**src/rtl/ad_dac_tx.sv**
```systemverilog
// rtl/ad_dac_tx.sv - AXI-Stream sample FIFO driving a parallel offset-binary DAC with divided sample clock
// Optional build macro: DAC_RAMP_TEST_EN (internal offset-binary ramp source selected by configDac[28])
module ad_dac_tx #(
  parameter int DAC_DATA_WIDTH  = 12,
  parameter int FIFO_DEPTH_LOG2 = 4
) (
  input  logic                      clk,
  input  logic                      rst_n,
  input  logic [DAC_DATA_WIDTH-1:0] s_axis_tdata,
  input  logic                      s_axis_tvalid,
  output logic                      s_axis_tready,
  input  logic [31:0]               configDac,
  output logic                      dac_clk,
  output logic [DAC_DATA_WIDTH-1:0] dac_data,
  output logic                      sample_strobe,
  output logic                      underrun,
  output logic [15:0]               underrun_cnt
);

  localparam int W     = DAC_DATA_WIDTH;
  localparam int F     = FIFO_DEPTH_LOG2;
  localparam int DEPTH = 1 << F;

  localparam logic [W-1:0] MID     = {1'b1, {(W-1){1'b0}}};
  localparam logic [F-1:0] PTR_ONE = {{(F-1){1'b0}}, 1'b1};
  localparam logic [F:0]   CNT_ONE = {{F{1'b0}}, 1'b1};

  typedef enum logic [1:0] {
    IDLE = 2'd0,
    LOW  = 2'd1,
    HIGH = 2'd2
  } state_t;

  state_t r_state;
  state_t w_state_nxt;

  // Configuration fields
  logic       w_enable;
  logic       w_mode;
  logic       w_clear;
  logic [7:0] w_div_cfg;
  logic       w_ramp_sel;

  assign w_enable  = configDac[31];
  assign w_mode    = configDac[30];
  assign w_clear   = configDac[29];
  assign w_div_cfg = configDac[7:0];

  // FIFO storage and bookkeeping
  logic [W-1:0] r_mem [DEPTH];
  logic [F-1:0] r_wr_ptr;
  logic [F-1:0] r_rd_ptr;
  logic [F:0]   r_count;
  logic [F:0]   w_count_nxt;
  logic         w_empty;
  logic         w_push;
  logic         w_pop;
  logic [W-1:0] w_head;
  logic [W-1:0] w_head_ob;

  // Phase timing
  logic [7:0] r_div;
  logic [7:0] r_phase_cnt;
  logic       w_phase_end;
  logic       w_phase_start;

  // FSM events
  logic w_update;
  logic w_go_idle;
  logic w_exit_idle;
  logic w_underrun_evt;

  // Output registers
  logic         r_tready;
  logic         r_dac_clk;
  logic [W-1:0] r_dac_data;
  logic         r_strobe;
  logic         r_underrun;
  logic [15:0]  r_underrun_cnt;

`ifdef DAC_RAMP_TEST_EN
  logic [W-1:0] r_ramp;
  localparam logic [W-1:0] RAMP_ONE = {{(W-1){1'b0}}, 1'b1};
  assign w_ramp_sel = configDac[28];
  logic w_unused;
  assign w_unused = &{1'b0, configDac[27:8]};
`else
  assign w_ramp_sel = 1'b0;
  logic w_unused;
  assign w_unused = &{1'b0, configDac[28:8]};
`endif

  assign w_empty     = (r_count == '0);
  assign w_phase_end = (r_phase_cnt == r_div);
  assign w_head      = r_mem[r_rd_ptr];
  // Two's complement to offset binary is an MSB flip
  assign w_head_ob   = {~w_head[W-1], w_head[W-2:0]};

  // State register
  always_ff @(posedge clk or negedge rst_n) begin
    if (!rst_n) r_state <= IDLE;
    else        r_state <= w_state_nxt;
  end

  // Next-state logic and the update / idle-entry events it implies
  always_comb begin
    w_state_nxt   = r_state;
    w_update      = 1'b0;
    w_go_idle     = 1'b0;
    w_phase_start = 1'b0;
    case (r_state)
      IDLE: begin
        if (w_enable && (!w_empty || w_ramp_sel)) begin
          w_state_nxt   = LOW;
          w_update      = 1'b1;
          w_phase_start = 1'b1;
        end
      end
      LOW: begin
        if (w_phase_end) begin
          w_state_nxt   = HIGH;
          w_phase_start = 1'b1;
        end
      end
      HIGH: begin
        if (w_phase_end) begin
          w_phase_start = 1'b1;
          if (w_enable) begin
            w_state_nxt = LOW;
            w_update    = 1'b1;
          end else begin
            w_state_nxt = IDLE;
            w_go_idle   = 1'b1;
          end
        end
      end
      default: w_state_nxt = IDLE;
    endcase
  end

  assign w_exit_idle    = (r_state == IDLE) && w_update;
  assign w_push         = s_axis_tvalid && r_tready;
  assign w_pop          = w_update && !w_ramp_sel && !w_empty;
  // The IDLE exit always has data (or the ramp), so only steady-state updates can underrun
  assign w_underrun_evt = w_update && !w_ramp_sel && w_empty;

  // FIFO occupancy after this cycle's push/pop/flush
  always_comb begin
    w_count_nxt = r_count;
    if (w_go_idle)              w_count_nxt = '0;
    else if (w_push && !w_pop)  w_count_nxt = r_count + CNT_ONE;
    else if (!w_push && w_pop)  w_count_nxt = r_count - CNT_ONE;
  end

  // FIFO storage write
  always_ff @(posedge clk) begin
    if (w_push) r_mem[r_wr_ptr] <= s_axis_tdata;
  end

  // FIFO pointers and count; entering IDLE flushes everything
  always_ff @(posedge clk or negedge rst_n) begin
    if (!rst_n) begin
      r_wr_ptr <= '0;
      r_rd_ptr <= '0;
      r_count  <= '0;
    end else if (w_go_idle) begin
      r_wr_ptr <= '0;
      r_rd_ptr <= '0;
      r_count  <= '0;
    end else begin
      if (w_push) r_wr_ptr <= r_wr_ptr + PTR_ONE;
      if (w_pop)  r_rd_ptr <= r_rd_ptr + PTR_ONE;
      r_count <= w_count_nxt;
    end
  end

  // Ready is registered from the next occupancy so a full FIFO never accepts a push
  always_ff @(posedge clk or negedge rst_n) begin
    if (!rst_n) r_tready <= 1'b0;
    else        r_tready <= w_enable && !w_ramp_sel && !w_count_nxt[F];
  end

  // Phase counter; DIV is captured at the start of every phase
  always_ff @(posedge clk or negedge rst_n) begin
    if (!rst_n) begin
      r_div       <= '0;
      r_phase_cnt <= '0;
    end else if (w_phase_start) begin
      r_div       <= w_div_cfg;
      r_phase_cnt <= '0;
    end else if (r_state != IDLE) begin
      r_phase_cnt <= r_phase_cnt + 8'd1;
    end
  end

  // DAC clock follows the state being entered
  always_ff @(posedge clk or negedge rst_n) begin
    if (!rst_n) r_dac_clk <= 1'b0;
    else        r_dac_clk <= (w_state_nxt == HIGH);
  end

  // DAC data and strobe change together on the falling dac_clk edge
  always_ff @(posedge clk or negedge rst_n) begin
    if (!rst_n) begin
      r_dac_data <= MID;
      r_strobe   <= 1'b0;
    end else begin
      r_strobe <= w_update;
      if (w_go_idle) begin
        r_dac_data <= MID;
      end else if (w_update) begin
        if (w_ramp_sel) begin
`ifdef DAC_RAMP_TEST_EN
          r_dac_data <= w_exit_idle ? '0 : r_ramp;
`endif
        end else if (!w_empty) begin
          r_dac_data <= w_head_ob;
        end else if (w_mode) begin
          r_dac_data <= MID;
        end
      end
    end
  end

`ifdef DAC_RAMP_TEST_EN
  // Ramp holds the code for the next update; restarts from zero on every IDLE exit
  always_ff @(posedge clk or negedge rst_n) begin
    if (!rst_n) begin
      r_ramp <= '0;
    end else if (w_go_idle) begin
      r_ramp <= '0;
    end else if (w_update && w_ramp_sel) begin
      r_ramp <= w_exit_idle ? RAMP_ONE : r_ramp + RAMP_ONE;
    end
  end
`endif

  // Sticky underrun flag and saturating counter; clear beats a same-cycle event
  always_ff @(posedge clk or negedge rst_n) begin
    if (!rst_n) begin
      r_underrun     <= 1'b0;
      r_underrun_cnt <= '0;
    end else if (w_clear) begin
      r_underrun     <= 1'b0;
      r_underrun_cnt <= '0;
    end else if (w_underrun_evt) begin
      r_underrun <= 1'b1;
      if (r_underrun_cnt != 16'hFFFF) r_underrun_cnt <= r_underrun_cnt + 16'd1;
    end
  end

  assign s_axis_tready = r_tready;
  assign dac_clk       = r_dac_clk;
  assign dac_data      = r_dac_data;
  assign sample_strobe = r_strobe;
  assign underrun      = r_underrun;
  assign underrun_cnt  = r_underrun_cnt;

endmodule

```
**config.mk**
```make
export PLATFORM = sky130hd
export DESIGN_NAME = ad_dac_tx
export DESIGN_NICKNAME = d
export VERILOG_FILES = /design/src/rtl/ad_dac_tx.sv
export SDC_FILE = /design/constraint.sdc
export NUM_CORES = 1
export LEC_CHECK = 0
export CORE_MARGIN = 2
export CORE_UTILIZATION = 40
export DETAILED_ROUTE_END_ITERATION = 12
export PLACE_DENSITY = 0.66
export SLEW_MARGIN = 5
export SYNTH_ARGS = -nofsm -noshare
export SYNTH_HDL_FRONTEND = slang
export SYNTH_SLANG_ARGS = --single-unit
```
**constraint.sdc**
```tcl
create_clock -name clk -period 2.8 [get_ports clk]
set_input_delay 0.56 -clock clk [delete_from_list [all_inputs] [get_ports clk]]
set_output_delay 0.56 -clock clk [all_outputs]
set_load 0.03 [all_outputs]
```
==> results of run 1 <==
==> layer usage <==
layer / global-route usage (%) / vias up / routed length (um)
li1: - / 2571 / -
met5: 0 / - / 0
met1: 22.5 / 2959 / 9650
met3: 2.76 / 27 / 1190
met2: 27.6 / 174 / 11200
met4: 4.01 / 0 / 436
==> cell families (layout without fill, tap and decap cells) <==
group                    count (synthesis)  in the layout
multiplexers                            70             70
adder cells (fa/ha/maj)                 14             14
AO/OA/AOI/OAI                           40             40
flip-flops                             255            255
buffers and inverters                   35            152
XOR/XNOR                                37             37
AND/OR/NAND/NOR                        153            153
==> per-stage QoR <==
stage	area (sq um)	utilization, %
after floorplan	10500	-
after global placement	11900	45.8
after detailed placement	11900	45.8
after CTS	12700	49.1
after global routing	12700	49.1
final	12700	49.1
==> registers in the layout, summed over array words and instances (netlist names) <==
signal	count
r_count	5
underrun_cnt	16
underrun	1
r_mem	192
r_rd_ptr	4
sample_strobe	1
dac_clk	1
r_div	8
r_state	2
dac_data	12
s_axis_tready	1
r_phase_cnt	8
r_wr_ptr	4
==> power by group through the flow <==
stage	Sequential [mW]	Combinational, mW	Clock (mW)
3_5_place_dp	4.99	3.27	0
3_3_place_gp	4.96	3.17	0
6_report	4.91	3.23	3.44
4_1_cts	4.91	3.28	3.52
2_1_floorplan	4.95	2.17	0
5_1_grt	4.96	3.51	3.66
==> worst paths after layout <==
check	end	slack [ns]	from
setup / recovery	underrun_cnt[10]	0.19	r_count[0]
hold / removal	r_div[3]	0.05	rst_n
setup reg to reg	underrun_cnt[10]	0.19	r_count[0]
hold reg to reg	dac_data[8]	0.52	dac_data[8]
max in group asynchronous	dac_data[11]	2.05	rst_n
min in group clk	dac_data[8]	0.52	dac_data[8]
==> layout make-up <==
class / instances / area (sq um)
clock buffer: 34 / 699
sequential: 255 / 7350
inverter: 8 / 30.0
multi-input combinational: 314 / 3060
tap: 335 / 419
fill: 2152 / 13200
clock inverter: 12 / 155
timing repair buffer: 98 / 1040
==> layout by cell type (no fill, tap or decap), drive strengths merged, types with 5 or more instances in the layout <==
cell type | synthesis | final
or3 | 5 | 5
dfrtp | 62 | 62
nand3 | 17 | 17
inv | 8 | 9
nand4 | 6 | 6
nor3 | 14 | 14
a21oi | 11 | 11
o21ai | 7 | 7
and3 | 9 | 9
and2 | 14 | 14
xor2 | 11 | 11
xnor2 | 26 | 26
clkinv | 0 | 6
a22o | 10 | 10
nor2 | 41 | 41
clkdlybuf4s50 | 0 | 56
buf | 9 | 42
clkbuf | 18 | 34
ha | 14 | 14
mux4 | 60 | 60
mux2 | 8 | 8
nor4 | 7 | 7
nand2 | 22 | 22
edfxtp | 192 | 192
==> qor.csv, run 1 <==
metric;value;unit
final worst slack;0.191;ns
cts repair resizes;0;
all-layer global routing usage;16.4;%
Post-Synth XOR/XNOR Area;3.07;%
Slew Viols, Final;0;
layout cells sized above 1;22.1;%
total gr overflow;0;
CP startpoint kind;flop;
critical path, cell by cell;inv_1 > ha_1 > nor4b_2 > nand2_1 > or4_4 > or3_4 > or3_1 > a21oi_1;
total negative slack;0;ns
fin crit share;93.2;%
slowest CP cell;or4_4;
CP peak stage delay;0.48;ns
Post-Syn Area;10500;sq um
Mapped Avg Cell Area;17.5;sq um
DRC viols;0;
Internal;8.21;mW
drt first-iter violations;584;
Primary FF master, synth;edfxtp_1;
clk_lat worst skew;0.54;ns
die height;166;um
cell taking the most area after synthesis;edfxtp_1;
Final Hold Viols;0;
Routed Antenna Nets;0;
Worst Hold Class;primary input to async pin;
Worst IR Drop VDD;0.566;mV
Levels on crit path;8;
MaxCap Viol Count;0;
Yosys reg bits;255;
Setup Buffers After CTS;0;
family with the most delay on the worst path;simple AND/OR/NAND/NOR gates;
register share of total power;42.4;%
yosys warns;0;
# rows;59;
switching power;3.37;mW
Commonest cells post-synth;192 x edfxtp_1, 62 x dfrtp_1, 60 x mux4_2;
clock buffer depth;3;
dpl cells;1010;
Slew @ Worst Pin;0.865;ns
post-synthesis compound-gate area fraction;2.60;%
Ant. Diodes;0;
Finish-stage setup viols;0;
Post-synth ARST share;24.7;%
Initial Util;40.6;%
Post-Place Setup Slack;0.107;ns
Rel. slew slack;42.3;%
TritonCTS sink count;255;
GP Congestion;0.846;
Synth Area in Simple Gates;7.81;%
# hold bufs at CTS;0;
post-detail-place hpwl;14100;um
root buf cell;clkbuf_16;
clock power share;29.7;%
RSZ-0062 raised after global routing;false;
Worst Setup Path Type;flop to flop;
CP Buf/Inv Count;1;
DR vias/cell;5.43;
largest net degree at the start of global routing;52;
outcome;completed;
count of cell types in the netlist;48;
area delta synth->final;20.9;%
CP arrival;3.05;ns
Power Density;909;nW/um^2
Worst EP required;3.24;ns
Leak;4.37;nW
vias in the first global route;5977;
CTS clk-pin slew, worst paths;0.06;ns
Fin Clk Skew;0.0120;ns
Routed wire per std cell;21.3;um
R2R cell count;8;
Period minus WS final;2.61;ns
Cells after Synth;604;
Hold WS;0.0462;ns
mux cell area share after synthesis;13.9;%
initial antenna violation count;0;
DIE AREA;27700;sq um
syn nets;665;
total wire length;22500;um
Synth top area share;54.7;%
H-tree depth;1;
Tot Pwr;11.6;mW
switching share of power;29.1;%
sequential share of the synthesized area;69.7;%
Worst Setup End Kind;flop;
Core Box Area;26000;sq um
Buffers on Ports;57;
first-pass GRT wire length;35200;um
first drt pass iteration count;5;
Nets;763;
Post-Synth Adder-Cell Area;1.66;%
most numerous cell in the Yosys netlist;edfxtp_1;
die width;166;um
vias post-DR;5731;
CTS Buf Count;25;
CTS tree;built;
main area contributors after synthesis;edfxtp_1 55%, dfrtp_1 15%, mux4_2 13%;
Logic pwr share;27.9;%
largest family of logic cells by synthesized area;multiplexers;
Post-synth EDFFs;192;
final non-filler cell total;1056;
worst-path maximum fanout;7;
Peak Freq;383;MHz
I/O pins;79;
Power figures use the tool's default switching activity.
==> run 2: changes to the inputs <==
--- a/config.mk
+++ b/config.mk
@@ -9,6 +9,7 @@
 export CORE_UTILIZATION = 40
 export DETAILED_ROUTE_END_ITERATION = 12
 export PLACE_DENSITY = 0.66
+export SETUP_SLACK_MARGIN = 0.2
 export SLEW_MARGIN = 5
 export SYNTH_ARGS = -nofsm -noshare
 export SYNTH_HDL_FRONTEND = slang
==> run 2 against run 1 <==
First-iteration DRC count rose by 1.0%. Non-clock buffer count did not move. Hold slack improved by 0.00054 ns. Utilization barely moved. Final cell count did not move. Power barely moved. Largest cell class unchanged.
==> qor.csv, run 2 (synthesis results as in run 1) <==
metric;value;unit;change
outcome;completed;;
area delta synth->final;21.0;%;about the same
initial antenna violation count;0;;unchanged
post-detail-place hpwl;14100;um;unchanged
Worst Setup End Kind;flop;;
TritonCTS sink count;255;;unchanged
Period minus WS final;2.55;ns;-0.0604 ns
commonest cells after routing, fill and taps aside;192 x edfxtp_1, 60 x mux4_2, 60 x dfrtp_1, 56 x clkdlybuf4s50_1, 41 x nor2_1;;
Routed wire per std cell;21.3;um;-0.11%
Power Density;909;nW/um^2;about the same
final non-filler cell total;1056;;unchanged
die height;166;um;unchanged
drt first-iter violations;590;;+1.0%
total negative slack;0;ns;unchanged
DRC viols;0;;unchanged
DIE AREA;27700;sq um;unchanged
Largest Register;r_mem;;
worst-path maximum fanout;7;;unchanged
GP Congestion;0.846;;unchanged
dpl cells;1010;;unchanged
Hold WS;0.0468;ns;+0.000543 ns
Register Area;7350;sq um;unchanged
Routed Antenna Nets;0;;unchanged
vias post-DR;5757;;+0.45%
Multi-input gate area;3070;sq um;+0.37%
first-pass GRT wire length;35300;um;about the same
Slew @ Worst Pin;0.862;ns;-0.00267 ns
Buffers on Ports;57;;unchanged
largest net degree at the start of global routing;52;;unchanged
die width;166;um;unchanged
Worst Hold Class;primary input to async pin;;
CTS clk-pin slew, worst paths;0.06;ns;about the same
Worst Setup Path Type;flop to flop;;
Finish-stage setup viols;0;;unchanged
Post-Place Setup Slack;0.107;ns;unchanged
Worst IR Drop VDD;0.566;mV;about the same
all-layer global routing usage;16.4;%;about the same
CP arrival;2.99;ns;-0.06 ns
# rows;59;;unchanged
Leak;4.38;nW;about the same
clock buffer depth;3;;unchanged
commonest non-fill, non-tap cell in the layout;edfxtp_1;;
fin util;49.1;%;about the same
MaxCap Viol Count;0;;unchanged
max FFs per register;192;;unchanged
fin crit share;91.0;%;-2.2 points
clk_lat worst skew;0.54;ns;about the same
Final Hold Viols;0;;unchanged
final worst slack;0.251;ns;+0.0604 ns
Worst R2R Setup Slack;0.25;ns;+0.06 ns
total gr overflow;0;;unchanged
CP startpoint kind;flop;;
first drt pass iteration count;5;;unchanged
Fill cells;2148;;-0.19%
Slew Viols, Final;0;;unchanged
I/O pins;79;;unchanged
Peak Freq;392;MHz;+2.4%
layout cells sized above 1;22.3;%;+0.28 points
total wire length;22500;um;-0.11%
root buf cell;clkbuf_16;;
vias in the first global route;5979;;+0.033%
RSZ-0062 raised after global routing;true;;
Worst EP required;3.24;ns;about the same
Fin Clk Skew;0.0118;ns;-0.000232 ns
CTS Buf Count;25;;unchanged
H-tree depth;1;;unchanged
Core Box Area;26000;sq um;unchanged
CTS tree;built;;
Nets;763;;unchanged
Rel. slew slack;42.5;%;+0.18 points
Ant. Diodes;0;;unchanged
DR vias/cell;5.45;;+0.45%
Initial Util;40.6;%;unchanged
## run 2: changes by cell type in the layout (fill, tap and decap cells not counted)
cell and delta:
inv_2 +1, nor4b_4 +1, nor4b_2 -1, inv_1 -1, nand2_2 +1, nand2_1 -1
## run 2: per-layer routing
layer / track usage [%] / share of wire [%] / up-vias
met5: 0 / 0 / -
met4: 4.01 / 2.1 / 0
met3: 2.76 / 5.3 / 29
met2: 27.6 / 50 / 188
met1: 22.5 / 43 / 2966
li1: - / - / 2574
## run 2: path summary, 6_finish.rpt
| check | from | to | cells past startpoint |
|---|---|---|---|
| max reg2reg | r_count[1] | underrun_cnt[10] | 8 |
| min | rst_n | r_div[3] | 1 |
| min reg2reg | dac_data[8] | dac_data[8] | 1 |
| max in group asynchronous | rst_n | dac_data[11] | 2 |
| min in group clk | dac_data[8] | dac_data[8] | 1 |
| max | r_count[1] | underrun_cnt[10] | 8 |
## run 2: report_power, final
group / total (mW) / switching [mW] / internal, mW
sequential: 4.92 / 0.435 / 4.48
clock: 3.44 / 1.40 / 2.04
combinational: 3.24 / 1.54 / 1.70
total: 11.6 / 3.37 / 8.22
## run 2: area by class of cell
cell class | instances | share of cell area (%)
multi-input combinational | 314 | 24.1
tap | 335 | 3.29
sequential | 255 | 57.6
clock inverter | 12 | 1.22
timing repair buffer | 98 | 8.12
clock buffer | 34 | 5.48
inverter | 8 | 0.235
## run 2: what timing repair did
action / CTS / global route
gates resized for setup: 1 / 2
hold endpoints to repair: 0 / 0
pin swaps: 0 / 0
setup endpoints to repair: 1 / 12
setup buffers: 0 / 0
hold buffers: 0 / 0
## run 2: worst max-delay path: stages, from the launching register on
cell and delay (ns):
dfrtp_1 0.45, inv_1 0.11, ha_1 0.19, nor4b_4 0.24, nand2_1 0.09, or4_4 0.48
or3_4 0.42, or3_1 0.31, a21oi_1 0.16
## run 2: stage by stage
step                power (mW)  cell area (sq um)
finish                    11.6              12800
floorplan                 7.12              10500
global route              12.2              12800
global placement          8.14              11900
detailed placement        8.25              11900
CTS                       11.7              12800
